`src/rtl/self_test_pkg.sv`:
```
// Shared types for the self_test sequencer: FSM states, the default word width
// and the status bit layout that the host-side register block also decodes.
package self_test_pkg;

  localparam int DEFAULT_DW = 32;

  typedef enum logic [2:0] {
    IDLE,
    RST,
    REL,
    WAIT,
    CHECK,
    FLAYER,
    FIN
  } state_e;

  // Bit order here is the host status register layout, LSB first = busy.
  typedef struct packed {
    logic timeoutFlag;
    logic pass;
    logic done;
    logic busy;
  } status_t;

  function automatic int maxOf3(int a, int b, int c);
    int m;
    m = (a > b) ? a : b;
    return (m > c) ? m : c;
  endfunction

endpackage

```
`src/rtl/st_vec_ram.sv`:
```
// Vector slot storage: each entry packs {expected result, test word}.
// Written synchronously from the config side, read asynchronously by the sequencer.
module st_vec_ram #(
  parameter int DW    = 32,
  parameter int DEPTH = 8,
  parameter int AW    = $clog2(DEPTH)
) (
  input  logic            clk,
  input  logic            we_i,
  input  logic [AW-1:0]   waddr_i,
  input  logic [2*DW-1:0] wdata_i,
  input  logic [AW-1:0]   raddr_i,
  output logic [2*DW-1:0] rdata_o
);

  logic [2*DW-1:0] mem_q [DEPTH];

  always_ff @(posedge clk) begin
    if (we_i) begin
      mem_q[waddr_i] <= wdata_i;
    end
  end

  assign rdata_o = mem_q[raddr_i];

endmodule

```
`src/rtl/self_test_seq.sv`:
```
// On-chip sequencer that steps the self_test datapath through the programmed
// vectors, scores each result, then runs the final-layer window.
module self_test_seq
  import self_test_pkg::*;
#(
  parameter int DW        = DEFAULT_DW,
  parameter int VEC_DEPTH = 8,
  parameter int RST_CYC   = 3,
  parameter int TIMEOUT   = 64,
  parameter int FL_CYC    = 50,
  localparam int AW       = $clog2(VEC_DEPTH)
) (
  input  logic          clk,
  input  logic          rst,
  input  logic          cfg_we_i,
  input  logic [AW-1:0] cfg_addr_i,
  input  logic [DW-1:0] cfg_data_i,
  input  logic [DW-1:0] cfg_exp_i,
  input  logic          start_i,
  input  logic [AW:0]   num_vec_i,
  output logic          st_rst_n_o,
  output logic          st_f_layer_o,
  output logic [DW-1:0] st_data_in_o,
  input  logic          st_sort_finish_i,
  input  logic [DW-1:0] st_data_out_i,
  output logic          busy_o,
  output logic          done_o,
  output logic          pass_o,
  output logic [AW:0]   fail_cnt_o,
  output logic [AW-1:0] first_fail_o,
  output logic          timeout_flag_o
);

  localparam int CNT_MAX = maxOf3(RST_CYC, TIMEOUT, FL_CYC);
  localparam int CW      = $clog2(CNT_MAX + 1);

  state_e          state_q;
  status_t         status_q;
  logic [AW-1:0]   idx_q;
  logic [AW:0]     numVec_q;
  logic [AW:0]     numVec_d;
  logic [CW-1:0]   cnt_q;
  logic            miss_q;
  logic            tmo_q;
  logic            stRstN_q;
  logic            stFLayer_q;
  logic [DW-1:0]   stDataIn_q;
  logic [AW:0]     failCnt_q;
  logic [AW-1:0]   firstFail_q;
  logic [AW-1:0]   rdAddr_d;
  logic [2*DW-1:0] ramRd;

  st_vec_ram #(
    .DW   (DW),
    .DEPTH(VEC_DEPTH),
    .AW   (AW)
  ) u_vec_ram (
    .clk    (clk),
    .we_i   (cfg_we_i & ~status_q.busy),
    .waddr_i(cfg_addr_i),
    .wdata_i({cfg_exp_i, cfg_data_i}),
    .raddr_i(rdAddr_d),
    .rdata_o(ramRd)
  );

  assign numVec_d = (num_vec_i > (AW+1)'(VEC_DEPTH)) ? (AW+1)'(VEC_DEPTH) : num_vec_i;

  // IDLE and CHECK look one slot ahead so the next word is ready as RST is entered.
  always_comb begin
    rdAddr_d = idx_q;
    if (state_q == IDLE) begin
      rdAddr_d = '0;
    end else if (state_q == CHECK) begin
      rdAddr_d = idx_q + 1'b1;
    end
  end

  always_ff @(posedge clk or posedge rst) begin
    if (rst) begin
      state_q     <= IDLE;
      status_q    <= '0;
      idx_q       <= '0;
      numVec_q    <= '0;
      cnt_q       <= '0;
      miss_q      <= 1'b0;
      tmo_q       <= 1'b0;
      stRstN_q    <= 1'b0;
      stFLayer_q  <= 1'b0;
      stDataIn_q  <= '0;
      failCnt_q   <= '0;
      firstFail_q <= '0;
    end else begin
      status_q.done <= 1'b0;
      case (state_q)
        IDLE: begin
          stRstN_q <= 1'b1;
          if (start_i) begin
            numVec_q             <= numVec_d;
            failCnt_q            <= '0;
            firstFail_q          <= '0;
            status_q.timeoutFlag <= 1'b0;
            status_q.pass        <= 1'b0;
            status_q.busy        <= 1'b1;
            idx_q                <= '0;
            cnt_q                <= '0;
            if (numVec_d != '0) begin
              state_q    <= RST;
              stRstN_q   <= 1'b0;
              stDataIn_q <= ramRd[DW-1:0];
            end else begin
              state_q    <= FLAYER;
              stFLayer_q <= 1'b1;
            end
          end
        end
        RST: begin
          if (cnt_q == CW'(RST_CYC - 1)) begin
            state_q  <= REL;
            stRstN_q <= 1'b1;
          end else begin
            cnt_q <= cnt_q + 1'b1;
          end
        end
        REL: begin
          state_q <= WAIT;
          cnt_q   <= '0;
        end
        WAIT: begin
          if (st_sort_finish_i) begin
            miss_q  <= (st_data_out_i != ramRd[2*DW-1:DW]);
            tmo_q   <= 1'b0;
            state_q <= CHECK;
          end else if (cnt_q == CW'(TIMEOUT - 1)) begin
            status_q.timeoutFlag <= 1'b1;
            miss_q               <= 1'b0;
            tmo_q                <= 1'b1;
            state_q              <= CHECK;
          end else begin
            cnt_q <= cnt_q + 1'b1;
          end
        end
        CHECK: begin
          if (miss_q || tmo_q) begin
            if (failCnt_q != (AW+1)'(VEC_DEPTH)) begin
              failCnt_q <= failCnt_q + 1'b1;
            end
            if (failCnt_q == '0) begin
              firstFail_q <= idx_q;
            end
          end
          cnt_q <= '0;
          if ({1'b0, idx_q} == numVec_q - 1'b1) begin
            state_q    <= FLAYER;
            stFLayer_q <= 1'b1;
          end else begin
            idx_q      <= idx_q + 1'b1;
            state_q    <= RST;
            stRstN_q   <= 1'b0;
            stDataIn_q <= ramRd[DW-1:0];
          end
        end
        FLAYER: begin
          if (cnt_q == CW'(FL_CYC - 1)) begin
            stFLayer_q    <= 1'b0;
            state_q       <= FIN;
            status_q.done <= 1'b1;
            status_q.busy <= 1'b0;
            status_q.pass <= (failCnt_q == '0);
          end else begin
            cnt_q <= cnt_q + 1'b1;
          end
        end
        FIN: begin
          state_q <= IDLE;
        end
        default: begin
          state_q <= IDLE;
        end
      endcase
    end
  end

  assign st_rst_n_o     = stRstN_q;
  assign st_f_layer_o   = stFLayer_q;
  assign st_data_in_o   = stDataIn_q;
  assign busy_o         = status_q.busy;
  assign done_o         = status_q.done;
  assign pass_o         = status_q.pass;
  assign fail_cnt_o     = failCnt_q;
  assign first_fail_o   = firstFail_q;
  assign timeout_flag_o = status_q.timeoutFlag;

endmodule

```
`config.mk`:
```
export PLATFORM = sky130hd
export DESIGN_NAME = self_test_seq
export DESIGN_NICKNAME = d
export VERILOG_FILES = /design/src/rtl/self_test_pkg.sv /design/src/rtl/st_vec_ram.sv /design/src/rtl/self_test_seq.sv
export SDC_FILE = /design/constraint.sdc
export NUM_CORES = 1
export LEC_CHECK = 0
export ABC_AREA = 1
export CORE_UTILIZATION = 25
export CTS_CLUSTER_SIZE = 24
export DETAILED_ROUTE_END_ITERATION = 10
export GPL_ROUTABILITY_DRIVEN = 1
export SETUP_SLACK_MARGIN = 0.05
export SYNTH_ARGS = -nofsm -noshare
export SYNTH_HDL_FRONTEND = slang
export SYNTH_SLANG_ARGS = --single-unit
```
`constraint.sdc`:
```
create_clock -name clk -period 3.6 [get_ports clk]
set_input_delay 0.72 -clock clk [delete_from_list [all_inputs] [get_ports clk]]
set_output_delay 0.72 -clock clk [all_outputs]
set_load 0.005 [all_outputs]
```
==> reports/metrics.cfg, run 1 <==
[clocking]
holdBufCountCts = 0
cts_tree = done
cts_root_buf = clkbuf_16
clk_latency_ns = 0.64
clk_pin_slew_worst_paths_ns = 0.07
numCtsBuffers = 58
cts_resized = 0
clock_sinks = 576
htree_levels = 2
cts_setup_buffers = 0
cts_buffer_depth = 3

[setup_path]
crit_required_ns = 4.11
rr_worst_depth = 17
arrival_ns = 3.60
critPathKind = reg2reg
crit_path_start_kind = register
critPathMaxFanout = 48
cp-end-kind = register

[worst_hold_path]
hp-class = reg2reg
min_path_cells = 1

[sta]
drv_slew = 0
rsz0062_at_grt = false
tns_ns = 0
relSlewSlack_pct = 46.67
period_share_pct = 85.94
skew_ns = 0.05013
hold_viol_final = 0
fmax_ghz = 0.3232
tightest_slew_ns = 0.7999
post-route-min-period_ns = 3.094
hold_slack_ns = 0.4926
finalSetupViolations = 0

[global_routing]
grt_max_degree = 89
grt_pass1_wl_um = 94990
overflow = 0
first_global_vias = 15330
globalRouteTotalUtil_pct = 12.77
antenna_found_initial = 15

[final_layout]
final_cell_mix = 512 x edfxtp_1, 414 x nand2_1, 264 x nand3_1
design_area_um2 = 29390
layout-drive-gt1-share_pct = 6.824
final_common_cell = edfxtp_1
nets = 2353
fin_util_pct = 30.84
area_growth_syn_to_layout_pct = 21.81

[power]
switching_share_pct = 35.10
netSwitchingPower_w = 0.007434
power_density_nw_per_um2 = 720.6
seq_power_share_pct = 36.7
clockPowerShare_pct = 29.7
power_w = 0.02118
comb_power_share_pct = 33.6
p_leak_nw = 10.40
internal_power_w = 0.01375
peakVddDrop_mv = 0.5465

[synthesis]
synth.distinct_cells = 40
synth.yosys.seq_area_share_pct = 70.36
syn_area_um2 = 24130
synth_nets = 2218
ys_seq_elements = 576
avgSynthCellArea_um2 = 11.48
syn_inst = 2101
yosysWarnings = 0

[die]
coreArea_um2 = 95290
initial_utilization_pct = 25.32
die_w_um = 312.7
row_count = 113
die_area_um2 = 97760
ioPinCount = 153
die_h_um = 312.7

[routing]
drt_iter0_drc = 1231
viasPerCell = 4.471
ant_nets = 0
routed_wl_um = 63850
route.detailed.wl_per_inst_um = 17.97
drc = 0
num_vias = 15890
drt-pass1-iter-count = 6

[job]
drv_cap = 0

[place]
port_buffers = 152
place_congestion = 0.7753
dp_hpwl_um = 35780
placed_cell_area_um2 = 27390

[run_status]
outcome = finished clean

routing by layer:
layer | global-route usage (%) | wire (um) | vias to the layer above
met4 | 3.570 | 1295 | 22
met3 | 2.991 | 4475 | 108
met5 | 0 | 127 | -
met2 | 20.93 | 29990 | 463
met1 | 16.82 | 27960 | 7647
li1 | - | - | 7647
synth_stat cells:
library cell,count,area share [%]
buf_4,8,0.25
inv_2,2,0.031
or2_2,8,0.21
mux2_2,1,0.047
o221ai_1,9,0.33
inv_1,125,1.9
xnor2_1,3,0.11
buf_2,66,1.4
o2111ai_1,1,0.036
buf_1,4,0.062
nor4_1,2,0.052
nand2_2,3,0.078
nand4_1,3,0.078
nor2_1,202,3.1
o22ai_2,1,0.052
dfrtp_1,64,6.6
o211ai_1,36,1.1
nand2_1,414,6.4
o21ai_0,161,3.3
o21a_1,23,0.72
nor2_4,1,0.047
buf_6,2,0.093
nor3b_1,2,0.062
o22ai_1,1,0.026
ha_1,9,0.47
a31oi_1,1,0.026
xor2_1,4,0.15
nand2_4,1,0.047
a21oi_1,43,0.89
a22o_1,1,0.036
a211oi_1,1,0.031
nor2_2,2,0.052
o31ai_1,2,0.062
edfxtp_1,512,64
o21ai_1,25,0.52
nor3_1,8,0.17
clkbuf_1,36,0.56
nand3b_1,49,1.5
clkinv_1,1,0.016
nand3_1,264,5.5
power by group through the flow:
stage          Clock [W]  Sequential, W  Combinational, W
6_report         0.00628        0.00778           0.00712
5_1_grt          0.00666        0.00781           0.00806
4_1_cts          0.00644        0.00778           0.00723
3_5_place_dp           0        0.00791           0.00720
3_3_place_gp           0        0.00792           0.00709
2_1_floorplan          0        0.00787           0.00489
sequential cells by signal, summed over array words and instances, names as in the netlist:
signal	cells
busy_o	1
idx_q	3
cnt_q	7
fail_cnt_o	4
done_o	1
pass_o	1
tmo_q	1
u_vec_ram.mem_q	512
st_data_in_o	32
st_f_layer_o	1
st_rst_n_o	1
numVec_q	4
first_fail_o	3
timeout_flag_o	1
miss_q	1
state_q	3
critical path: stages, from the launching register on:
cell and delay [ns]:
dfrtp_1 0.45, nor2_4 0.25, nand2_2 0.08, inv_1 0.07
ha_1 0.23, inv_2 0.13, nand2_8 0.19, inv_6 0.39
buf_12 0.28, nand2_1 0.09, nand3_1 0.07, nand3_1 0.10
nand3_1 0.11, nand3b_1 0.08, nor2_1 0.15, nand3_1 0.13
nor2_1 0.12, nor2_1 0.05
stage by stage:
| step | worst slack, ns | cells |
|---|---|---|
| 2_1_floorplan | -0.5231 | 2101 |
| 3_5_place_dp | 0.4304 | 3441 |
| 5_1_grt | 0.2424 | 3553 |
| 3_3_place_gp | 0.5172 | 3441 |
| 4_1_cts | 0.4415 | 3551 |
| 6_report | 0.5062 | 3553 |
area by class of cell:
cell class	count	area (um^2)
fillers	9627	65900
flip-flops and latches	576	16980
multi-input cells	1281	6217
repair buffers	191	2127
clock buffers	88	1654
well taps	1265	1583
inverters	128	485.5
clock inverters	22	345.3
diodes	2	5.005
cells by family after synthesis:
family / count (synthesis) / share of synthesized area, %
AOI/OAI and AO/OA: 305 / 7.182
muxes: 1 / 0.04667
and+or+nand+nor: 959 / 17.37
buffers and inverters: 244 / 4.325
xor gates and xnor gates: 7 / 0.2541
DFF: 576 / 70.36
adders and majority gates: 9 / 0.4667
worst paths after layout:
check	to	slack, ns	from
max in group asynchronous	st_f_layer_o	2.34	rst
worst min register to register	st_data_in_o[18]	0.49	st_data_in_o[18]
worst min-delay path	st_data_in_o[18]	0.49	st_data_in_o[18]
worst max register to register	miss_q	0.51	state_q[1]
worst max-delay path	miss_q	0.51	state_q[1]
min in group asynchronous	st_data_in_o[25]	0.57	rst
Power figures use the tool's default switching activity.
==> run 2, diff against run 1 <==
--- a/config.mk
+++ b/config.mk
@@ -7,7 +7,6 @@
 export LEC_CHECK = 0
 export ABC_AREA = 1
 export CORE_UTILIZATION = 25
-export CTS_CLUSTER_SIZE = 24
 export DETAILED_ROUTE_END_ITERATION = 10
 export GPL_ROUTABILITY_DRIVEN = 1
 export SETUP_SLACK_MARGIN = 0.05
==> results of run 2 <==
No change in the layout: final DEF, timing and power equal those of run 1.
==> run 3, diff against run 2 <==
--- a/config.mk
+++ b/config.mk
@@ -6,6 +6,7 @@
 export NUM_CORES = 1
 export LEC_CHECK = 0
 export ABC_AREA = 1
+export CORE_MARGIN = 1
 export CORE_UTILIZATION = 25
 export DETAILED_ROUTE_END_ITERATION = 10
 export GPL_ROUTABILITY_DRIVEN = 1
==> results of run 3 <==
No change in the layout: final DEF, timing and power equal those of run 1.
